--- config.mk ---
export PLATFORM = sky130hd
export DESIGN_NAME = ps2_mouse_tracker_flat
export DESIGN_NICKNAME = d
export VERILOG_FILES = /design/src/rtl/ps2_mouse_tracker_if.sv /design/src/rtl/ps2_mouse_tracker.sv /design/src/flat_wrapper.sv
export SDC_FILE = /design/constraint.sdc
export NUM_CORES = 1
export LEC_CHECK = 0
export ABC_AREA = 1
export CAP_MARGIN = 20
export CORE_UTILIZATION = 50
export DETAILED_ROUTE_END_ITERATION = 10
export GPL_TIMING_DRIVEN = 0
export PLACE_DENSITY_LB_ADDON = 0.1
export SYNTH_ARGS = -nofsm -noshare
export SYNTH_HDL_FRONTEND = slang
export SYNTH_SLANG_ARGS = --single-unit
--- constraint.sdc ---
create_clock -name CLOCK_50 -period 3.1 [get_ports CLOCK_50]
set_input_delay 0.62 -clock CLOCK_50 [delete_from_list [all_inputs] [get_ports CLOCK_50]]
set_output_delay 0.62 -clock CLOCK_50 [all_outputs]
set_load 0.1 [all_outputs]
--- src/rtl/ps2_mouse_tracker_if.sv ---
// Byte-stream input and cursor/button outputs of the PS/2 mouse tracker.
interface ps2_mouse_tracker_if #(
    parameter int POS_W = 10
);
    logic [7:0]       rx_data;
    logic             rx_en;
    logic             clear;
    logic [POS_W-1:0] xpos;
    logic [POS_W-1:0] ypos;
    logic [2:0]       btn;
    logic             pkt_valid;
    logic             sync_err;
    logic [7:0]       wheel;

    modport master (
        output rx_data, rx_en, clear,
        input  xpos, ypos, btn, pkt_valid, sync_err, wheel
    );

    modport slave (
        input  rx_data, rx_en, clear,
        output xpos, ypos, btn, pkt_valid, sync_err, wheel
    );
endinterface

--- src/rtl/ps2_mouse_tracker.sv ---
// PS/2 mouse packet framer and clamped cursor accumulator.
// Define MOUSE_WHEEL_EN for 4-byte IntelliMouse packets with a saturating wheel count.
module ps2_mouse_tracker #(
    parameter int POS_W       = 10,
    parameter int X_MAX       = 639,
    parameter int Y_MAX       = 479,
    parameter int X_INIT      = 320,
    parameter int Y_INIT      = 240,
    parameter bit INV_Y       = 1'b1,
    parameter int TIMEOUT_CYC = 1000000
) (
    input  logic                 CLOCK_50,
    input  logic                 resetn,
    ps2_mouse_tracker_if.slave   bus
);
    localparam int SW    = POS_W + 2;
    localparam int CNT_W = $clog2(TIMEOUT_CYC + 1);
    localparam logic signed [SW-1:0] XMAX_S = SW'(X_MAX);
    localparam logic signed [SW-1:0] YMAX_S = SW'(Y_MAX);

    typedef enum logic [2:0] {S_B0, S_B1, S_B2, S_B3, S_UPD} state_t;

    typedef struct packed {
        logic       yovf;
        logic       xovf;
        logic       ysgn;
        logic       xsgn;
        logic [2:0] btn;
    } hdr_t;

    state_t           state_q, state_d;
    hdr_t             hdr_q, hdr_d;
    logic [7:0]       b1_q, b1_d, b2_q, b2_d;
    logic [CNT_W-1:0] cnt_q, cnt_d;
    logic [POS_W-1:0] xpos_q, xpos_d, ypos_q, ypos_d;
    logic [2:0]       btn_q, btn_d;
    logic [7:0]       wheel_q, wheel_d;
    logic             pkt_valid_q, pkt_valid_d, sync_err_q, sync_err_d;
`ifdef MOUSE_WHEEL_EN
    logic [3:0]       dz_q, dz_d;
    logic signed [8:0] wsum;
`endif

    logic             in_pkt, tmo, hdr_slot;
    logic signed [SW-1:0] dx, dy, xsum, ysum;

    function automatic logic [POS_W-1:0] clamp(input logic signed [SW-1:0] v,
                                               input logic signed [SW-1:0] mx);
        if (v < 0)        return '0;
        else if (v > mx)  return mx[POS_W-1:0];
        else              return v[POS_W-1:0];
    endfunction

    assign in_pkt   = (state_q == S_B1) || (state_q == S_B2) || (state_q == S_B3);
    assign tmo      = in_pkt && !bus.rx_en && (cnt_q == CNT_W'(TIMEOUT_CYC - 1));
    // UPD lasts one cycle, so a byte arriving then is a new header.
    assign hdr_slot = (state_q == S_B0) || (state_q == S_UPD);

    always_ff @(posedge CLOCK_50) begin
        if (!resetn) begin
            state_q     <= S_B0;
            hdr_q       <= '0;
            b1_q        <= '0;
            b2_q        <= '0;
            cnt_q       <= '0;
            xpos_q      <= POS_W'(X_INIT);
            ypos_q      <= POS_W'(Y_INIT);
            btn_q       <= '0;
            wheel_q     <= '0;
            pkt_valid_q <= 1'b0;
            sync_err_q  <= 1'b0;
`ifdef MOUSE_WHEEL_EN
            dz_q        <= '0;
`endif
        end else begin
            state_q     <= state_d;
            hdr_q       <= hdr_d;
            b1_q        <= b1_d;
            b2_q        <= b2_d;
            cnt_q       <= cnt_d;
            xpos_q      <= xpos_d;
            ypos_q      <= ypos_d;
            btn_q       <= btn_d;
            wheel_q     <= wheel_d;
            pkt_valid_q <= pkt_valid_d;
            sync_err_q  <= sync_err_d;
`ifdef MOUSE_WHEEL_EN
            dz_q        <= dz_d;
`endif
        end
    end

    always_comb begin
        state_d = state_q;
        case (state_q)
            S_B0, S_UPD: begin
                if (bus.rx_en && bus.rx_data[3]) state_d = S_B1;
                else                             state_d = S_B0;
            end
            S_B1: begin
                if (bus.rx_en)  state_d = S_B2;
                else if (tmo)   state_d = S_B0;
            end
            S_B2: begin
`ifdef MOUSE_WHEEL_EN
                if (bus.rx_en)  state_d = S_B3;
`else
                if (bus.rx_en)  state_d = S_UPD;
`endif
                else if (tmo)   state_d = S_B0;
            end
            S_B3: begin
                if (bus.rx_en)  state_d = S_UPD;
                else if (tmo)   state_d = S_B0;
            end
            default: state_d = S_B0;
        endcase
    end

    always_comb begin
        hdr_d       = hdr_q;
        b1_d        = b1_q;
        b2_d        = b2_q;
        xpos_d      = xpos_q;
        ypos_d      = ypos_q;
        btn_d       = btn_q;
        wheel_d     = wheel_q;
        pkt_valid_d = 1'b0;
        sync_err_d  = 1'b0;
`ifdef MOUSE_WHEEL_EN
        dz_d        = dz_q;
        wsum        = $signed({wheel_q[7], wheel_q}) + $signed({{5{dz_q[3]}}, dz_q});
`endif

        if (bus.rx_en)          cnt_d = '0;
        else if (in_pkt && !tmo) cnt_d = cnt_q + 1'b1;
        else                    cnt_d = '0;

        if (hdr_slot && bus.rx_en) begin
            if (bus.rx_data[3])
                hdr_d = '{yovf: bus.rx_data[7], xovf: bus.rx_data[6], ysgn: bus.rx_data[5],
                          xsgn: bus.rx_data[4], btn: bus.rx_data[2:0]};
            else
                sync_err_d = 1'b1;
        end
        if (tmo) sync_err_d = 1'b1;

        if (state_q == S_B1 && bus.rx_en) b1_d = bus.rx_data;
        if (state_q == S_B2 && bus.rx_en) b2_d = bus.rx_data;
`ifdef MOUSE_WHEEL_EN
        if (state_q == S_B3 && bus.rx_en) dz_d = bus.rx_data[3:0];
`endif

        // 9-bit two's-complement deltas widened to SW so the sum can never wrap.
        dx   = hdr_q.xovf ? '0 : {{(SW-8){hdr_q.xsgn}}, b1_q};
        dy   = hdr_q.yovf ? '0 : {{(SW-8){hdr_q.ysgn}}, b2_q};
        xsum = $signed({2'b00, xpos_q}) + dx;
        ysum = INV_Y ? ($signed({2'b00, ypos_q}) - dy) : ($signed({2'b00, ypos_q}) + dy);

        if (state_q == S_UPD) begin
            pkt_valid_d = 1'b1;
            btn_d       = hdr_q.btn;
            xpos_d      = clamp(xsum, XMAX_S);
            ypos_d      = clamp(ysum, YMAX_S);
`ifdef MOUSE_WHEEL_EN
            if (wsum > 9'sd127)        wheel_d = 8'h7F;
            else if (wsum < -9'sd128)  wheel_d = 8'h80;
            else                       wheel_d = wsum[7:0];
`endif
        end

        if (bus.clear) begin
            xpos_d  = POS_W'(X_INIT);
            ypos_d  = POS_W'(Y_INIT);
            wheel_d = '0;
        end
`ifndef MOUSE_WHEEL_EN
        wheel_d = '0;
`endif
    end

    assign bus.xpos      = xpos_q;
    assign bus.ypos      = ypos_q;
    assign bus.btn       = btn_q;
    assign bus.wheel     = wheel_q;
    assign bus.pkt_valid = pkt_valid_q;
    assign bus.sync_err  = sync_err_q;
endmodule

--- src/flat_wrapper.sv ---
// flat-port wrapper written by rule: the top's interface ports become plain ports
module ps2_mouse_tracker_flat 
#(
    parameter int POS_W       = 10,
    parameter int X_MAX       = 639,
    parameter int Y_MAX       = 479,
    parameter int X_INIT      = 320,
    parameter int Y_INIT      = 240,
    parameter bit INV_Y       = 1'b1,
    parameter int TIMEOUT_CYC = 1000000
)
  (CLOCK_50, resetn, bus_rx_data, bus_rx_en, bus_clear, bus_xpos, bus_ypos, bus_btn, bus_pkt_valid, bus_sync_err, bus_wheel);
  ps2_mouse_tracker_if #(.POS_W(POS_W)) bus_i ();
  input  logic CLOCK_50;
  input  logic resetn;
  input wire logic [$bits(bus_i.rx_data)-1:0] bus_rx_data;
  input wire logic [$bits(bus_i.rx_en)-1:0] bus_rx_en;
  input wire logic [$bits(bus_i.clear)-1:0] bus_clear;
  output wire logic [$bits(bus_i.xpos)-1:0] bus_xpos;
  output wire logic [$bits(bus_i.ypos)-1:0] bus_ypos;
  output wire logic [$bits(bus_i.btn)-1:0] bus_btn;
  output wire logic [$bits(bus_i.pkt_valid)-1:0] bus_pkt_valid;
  output wire logic [$bits(bus_i.sync_err)-1:0] bus_sync_err;
  output wire logic [$bits(bus_i.wheel)-1:0] bus_wheel;
  assign bus_i.rx_data = bus_rx_data;
  assign bus_i.rx_en = bus_rx_en;
  assign bus_i.clear = bus_clear;
  assign bus_xpos = bus_i.xpos;
  assign bus_ypos = bus_i.ypos;
  assign bus_btn = bus_i.btn;
  assign bus_pkt_valid = bus_i.pkt_valid;
  assign bus_sync_err = bus_i.sync_err;
  assign bus_wheel = bus_i.wheel;
  ps2_mouse_tracker #(.POS_W(POS_W), .X_MAX(X_MAX), .Y_MAX(Y_MAX), .X_INIT(X_INIT), .Y_INIT(Y_INIT), .INV_Y(INV_Y), .TIMEOUT_CYC(TIMEOUT_CYC)) u_core (.CLOCK_50(CLOCK_50), .resetn(resetn), .bus(bus_i));
endmodule
==> results of run 1 <==
[per-layer routing]
| layer | up-vias | track usage | part of all wire |
|---|---|---|---|
| li1 | 2135 | - | - |
| met1 | 1876 | 0.3277 | 0.49 |
| met2 | 99 | 0.3853 | 0.45 |
| met3 | 22 | 0.04267 | 0.042 |
| met4 | 0 | 0.08460 | 0.022 |
| met5 | - | 0 | 0 |
[synth_stat cells (5+ instances only)]
cell	instances	share of area
nor3_1	9	0.011
dfxtp_1	71	0.33
buf_4	8	0.014
a21oi_1	52	0.061
nand3_1	42	0.049
nand4_1	10	0.015
nand2_2	5	0.0073
nor2_1	75	0.066
ha_1	24	0.070
xnor2_1	6	0.012
inv_2	8	0.0070
inv_1	82	0.072
o21ai_1	6	0.0070
nand2_1	151	0.13
o21ai_0	27	0.032
clkbuf_1	8	0.0070
xor2_1	5	0.010
[area by class of cell]
cell class | instances | area, µm² | share of cell area
tap | 105 | 131.4 | 0.02617
clock buffer | 10 | 127.6 | 0.02542
sequential | 71 | 1421 | 0.2832
buffer | 19 | 105.1 | 0.02094
timing repair buffer | 36 | 360.3 | 0.07178
clock inverter | 6 | 93.84 | 0.01869
multi-input combinational | 459 | 2432 | 0.4845
inverter | 92 | 347.8 | 0.06929
[where the power goes]
group	internal (mW)	total [mW]	switching, mW
clock	0.459	0.832	0.373
sequential	0.932	0.943	0.0107
combinational	0.106	0.350	0.244
[flip-flops by register name, summed over array words and instances, names as in the netlist]
signal / cells
u_core.bus.sync_err: 1
u_core.state_q: 3
u_core.bus.pkt_valid: 1
u_core.hdr_q: 7
u_core.bus.btn: 3
u_core.bus.ypos: 10
u_core.b2_q: 8
u_core.b1_q: 8
u_core.cnt_q: 20
u_core.bus.xpos: 10
[through the flow]
step	power (mW)	setup WS, ns	cell area, µm²	util	cells
after global routing	2.215	0.2774	5020	0.6079	798
after global placement	1.305	0.5901	4798	0.5811	782
after detailed placement	1.310	0.5915	4798	0.5811	782
after CTS	2.138	0.5222	5020	0.6079	798
after floorplan	1.230	0.4125	4307	-	641
final	2.125	0.5177	5020	0.6079	798
[logic make-up after synthesis]
| kind of cell | share of synthesized area |
|---|---|
| buffers and inverters | 0.1058 |
| XOR/XNOR | 0.02251 |
| AND/OR/NAND/NOR | 0.3365 |
| AO/OA/AOI/OAI | 0.1228 |
| adder cells (fa/ha/maj) | 0.07951 |
| other | 0.0008761 |
| flip-flops | 0.3321 |
[how the worst min path moves through the flow]
stage                         start  slack (ns)         endpoint
finish              u_core.cnt_q[0]        0.45  u_core.cnt_q[0]
global placement    u_core.cnt_q[0]        0.43  u_core.cnt_q[0]
global route         u_core.b1_q[0]        0.48   u_core.b1_q[0]
CTS                 u_core.cnt_q[0]        0.46  u_core.cnt_q[0]
detailed placement  u_core.cnt_q[0]        0.44  u_core.cnt_q[0]
floorplan           u_core.cnt_q[0]        0.42  u_core.cnt_q[0]
[worst max-delay path, stage by stage (launching register included)]
cell and delay, ns:
dfxtp_1 0.31, inv_1 0.04, nor2_1 0.19, ha_1 0.18, inv_1 0.07, fa_1 0.46
nand3_1 0.12, nand3_1 0.11, nand2_1 0.13, nand2_1 0.06, nand2_1 0.06, nand2_1 0.07
nand3_1 0.20, nand3_2 0.16, o21ai_1 0.21, nand2_1 0.08
==> run metrics, run 1 <==
clock sink count 71; number of nets at the end of the flow 726; post-DP HPWL 7.839 mm; Max Cap Viol 0; measured slew at the worst slew-check pin 0.9734 ns; clock tree root driver cell clkbuf_8; post-cts resize count 0; min Tclk post-route 2.582 ns; FF-to-FF setup slack 0.52 ns; CP Launch Type flip-flop; Critical Path Source u_core.b2_q[0]; Synth warnings 0; Die Area 8935 µm²; post-synthesis sequential area ratio 0.3321; port bufs 36; most common library cell in the layout ignoring fill and taps nand2_1; CP required 3.34 ns; Layout fillers 797; WL final 10.13 mm; RSZ-0062 raised after global routing false; Die Wd 94.53 µm; Core Box Area 8258 µm²; Clock Path Buffers 2; Critical R2R Launch u_core.b2_q[0]; final setup fails 0; reg-to-reg critical path endpoint u_core.bus.ypos[7]; wire length per cell 12.70 µm; Slew headroom 0.3490; first-pass GRT wire length 16.79 mm; CP endpoint kind flip-flop; io pins 45; synthesized instance count 634; total gr overflow 0; Period Utilization, post-route 0.8330; kind of critical path reg -> reg; average cell area after synthesis 6.751 µm²; H-Tree Depth 3; Pwr per Cell Area 423.2 nW/µm²; FF+latch count, synth 71; largest net degree at the start of global routing 14; Skew-Pair Late Insertion Delay 0.35 ns; setup_tns 0 ns; gr usage total 0.2416; Hold Path Class reg -> reg; worst-case clock skew 0.01248 ns; status finished, final reports clean; Post-CTS Repair Setup Buffers 0; vias in the first global route 3665; n_diodes 0; initial DRC count 224; Post-Syn Area 4280 µm²; DR vias 4132; WHS 0.4550 ns; FF-to-FF path depth 15; fmax 387.3 MHz; TritonCTS clock tree built; peak fanout along the critical path 5; arrival time worst endpoint 2.82 ns; Via density 5.178; Async S/R FF share, synth 0; Initial Util 0.5183; Slew Limit Fails 0; Leak 2.244 nW; most frequent cells in the layout nand2_1 (151), inv_1 (82), nor2_1 (75); layout cell share with drive strength beyond 1 0.08658; hold buffer count at CTS 0; area growth from synthesis to layout 17.28%; number of antenna violations at the first check in global routing 0; DRC 0; Worst Setup EP u_core.bus.ypos[7]; Post-synth EDFFs 0; standard-cell row count 33; final hold viol count 0; ys flop type dfxtp_1; Peak supply drop 0.2533 mV; Yosys cell types 43; hold path depth 1; final weighted congestion in routability-driven placement 0.9282; CTS clk-pin slew, worst paths 0.08 ns; TritonRoute pass-1 iters 7; CTS buffer count 9; Die Height 94.53 µm; DRT antenna net count 0
Power figures use the tool's default switching activity.
==> run 2, diff against run 1 <==
- clock period: 3.1 -> 2.2 ns (I/O delays scaled with it)
==> run 2 against run 1 <==
  * The flow now finishes with violations (setup timing)
  * Sequential share of layout area decreased by 2.7 points
  * Core utilization increased by 8.3 points
  * Fmax increased by 15%
  * Routed wire length increased by 15%
  * Global-route usage increased by 1.7 points
  * Die area unchanged
  * Hold slack got worse by 0.0051 ns
  * Register-to-register slack got worse by 0.57 ns
  * Clock skew increased by 0.0088 ns
  * Setup slack got worse by 0.57 ns
  * Highest routed layer unchanged
==> run metrics, run 2 (same netlist as run 1, synthesis figures left out) <==
WHS 0.4499 ns (was 0.4550 ns); area growth from synthesis to layout 33.24% (was 17.28%); Slew headroom 0.3594 (was 0.3490); most frequent cells in the layout nand2_1 (123), inv_1 (75), nor2_1 (64) (was nand2_1 (151), inv_1 (82), nor2_1 (75)); Max Cap Viol 0 (unchanged); met2 Use GR 0.4233 (was 0.3853); most common library cell in the layout ignoring fill and taps nand2_1 (unchanged); total gr overflow 0 (unchanged); H-Tree Depth 3 (unchanged); Core Box Area 8258 µm² (unchanged); final weighted congestion in routability-driven placement 0.9361 (was 0.9282); vias in the first global route 4033 (was 3665); Hold Path Class reg -> reg (unchanged); CP required 2.43 ns (was 3.34 ns); Slew Limit Fails 0 (unchanged); number of antenna violations at the first check in global routing 0 (unchanged); Die Height 94.53 µm (unchanged); arrival time worst endpoint 2.48 ns (was 2.82 ns); n_diodes 0 (unchanged); DRT antenna net count 0 (unchanged); Via density 5.366 (was 5.178); Reg with most FFs u_core.cnt_q (unchanged); Die Area 8935 µm² (unchanged); clock sink count 71 (unchanged); Worst Slack Setup Final -0.04822 ns (was 0.5177 ns); fmax 444.8 MHz (was 387.3 MHz); Pwr per Cell Area 552.6 nW/µm² (was 423.2 nW/µm²); RSZ-0062 raised after global routing true (was false); Period Utilization, post-route 1.022 (was 0.8330); Layout fillers 698 (was 797); io pins 45 (unchanged); Peak supply drop 0.4272 mV (was 0.2533 mV); Die Wd 94.53 µm (unchanged); Clock Path Buffers 2 (unchanged); layout cell share with drive strength beyond 1 0.2619 (was 0.08658); final setup fails 2 (was 0); M1 GR Usage 0.3435 (was 0.3277); Initial Util 0.5183 (unchanged); min Tclk post-route 2.248 ns (was 2.582 ns); max FFs per register 20 (unchanged); hold buffer count at CTS 0 (unchanged); Skew-Pair Late Insertion Delay 0.35 ns (about the same); CP endpoint kind flip-flop (unchanged); DRC 0 (unchanged); cell count after placement 782 (unchanged); kind of critical path reg -> reg (unchanged); number of nets at the end of the flow 747 (was 726); CTS buffer count 9 (unchanged); clock tree root driver cell clkbuf_8 (unchanged); WL final 11.70 mm (was 10.13 mm); port bufs 36 (unchanged); CTS clk-pin slew, worst paths 0.08 ns (about the same); initial DRC count 229 (was 224); GR peak layer met2 (unchanged); wire length per cell 14.29 µm (was 12.70 µm); fin cells 819 (was 798); peak fanout along the critical path 5 (unchanged); worst-case clock skew 0.02123 ns (was 0.01248 ns); status finished, violations left (was finished, final reports clean); post-DP HPWL 7.748 mm (was 7.839 mm); TritonCTS clock tree built (unchanged); largest net degree at the start of global routing 14 (unchanged); Leak 2.526 nW (was 2.244 nW); first-pass GRT wire length 18.18 mm (was 16.79 mm); CP Launch Type flip-flop (unchanged); GR Util met3 0.04187 (was 0.04267); final hold viol count 0 (unchanged); TritonRoute pass-1 iters 5 (was 7); failing checks setup timing; measured slew at the worst slew-check pin 0.9647 ns (was 0.9734 ns); DR vias 4395 (was 4132); gr usage total 0.2590 (was 0.2416); standard-cell row count 33 (unchanged)
-- run 2: changes by cell type in the layout (fill, tap and decap cells not counted), moves of 8 or more --
cell / change
nand2_4: +9
nand3_2: +8
buf_4: +17
nor2_1: -11
ha_1: -16
nand2_1: -28
dfxtp_2: +19
ha_4: +13
dlygate4sd2_1: +25
clkdlybuf4s50_1: -25
dfxtp_1: -23
nand3_1: -12
nand2_2: +19
-- run 2: worst max-delay path: stages, from the launching register on --
cell,delay [ns]
dfxtp_2,0.33
inv_2,0.04
nor2_4,0.12
ha_2,0.18
inv_2,0.05
fa_2,0.45
nand3_2,0.10
nand3_2,0.09
nand2_2,0.10
nand2_1,0.05
nand2_1,0.08
nand2_2,0.09
nand3_4,0.10
nand3_4,0.11
o21ai_4,0.18
nand2_1,0.06
-- run 2: path summary, 6_finish.rpt --
path | from | to | slack [ns] | cells after the start
setup / recovery | u_core.b2_q[0] | u_core.bus.ypos[7] | -0.05 | 15
hold / removal | u_core.cnt_q[0] | u_core.cnt_q[0] | 0.45 | 1
setup reg to reg | u_core.b2_q[0] | u_core.bus.ypos[7] | -0.05 | 15
hold reg to reg | u_core.cnt_q[0] | u_core.cnt_q[0] | 0.45 | 1
-- run 2: layout make-up --
class | count | area [µm²] | share of cell area
inverters | 92 | 355.3 | 0.06231
repair inverters | 1 | 3.754 | 0.0006582
well taps | 105 | 131.4 | 0.02304
plain buffers | 18 | 100.1 | 0.01755
clock inverters | 6 | 91.34 | 0.01602
flip-flops and latches | 71 | 1460 | 0.2560
multi-input cells | 461 | 2945 | 0.5165
clock buffers | 10 | 127.6 | 0.02238
repair buffers | 55 | 488.0 | 0.08556
-- run 2: per-stage QoR --
step | utilization | power (mW) | TNS [ns] | setup WS [ns] | instance area (µm²)
3_3_place_gp | 0.5847 | 1.837 | -4.148 | -0.3134 | 4828
5_1_grt | 0.6906 | 3.281 | -1.308 | -0.1325 | 5703
2_1_floorplan | - | 1.731 | 0 | 0.0004001 | 4337
6_report | 0.6906 | 3.152 | -0.05339 | -0.04822 | 5703
4_1_cts | 0.6353 | 3.063 | -0.02521 | -0.02521 | 5246
3_5_place_dp | 0.5847 | 1.845 | -5.353 | -0.3186 | 4828
-- run 2: power breakdown --
group          total [mW]  internal [mW]  switching, mW
clock network        1.18          0.646          0.534
logic               0.635          0.217          0.418
registers            1.34           1.31         0.0253
-- run 2: timing repair --
| action | CTS | global route |
|---|---|---|
| setup buffers | 8 | 11 |
| setup endpoints to repair | 44 | 19 |
| gates resized for setup | 62 | 86 |
| pin swaps | 12 | 37 |
| cloned | 3 | 0 |
-- run 2: layer usage --
layer  routed length (µm)  up-vias
met5                    0        -
li1                     -     2188
met1                 5213     2034
met4                  193        0
met2                 5583      151
met3                  711       22
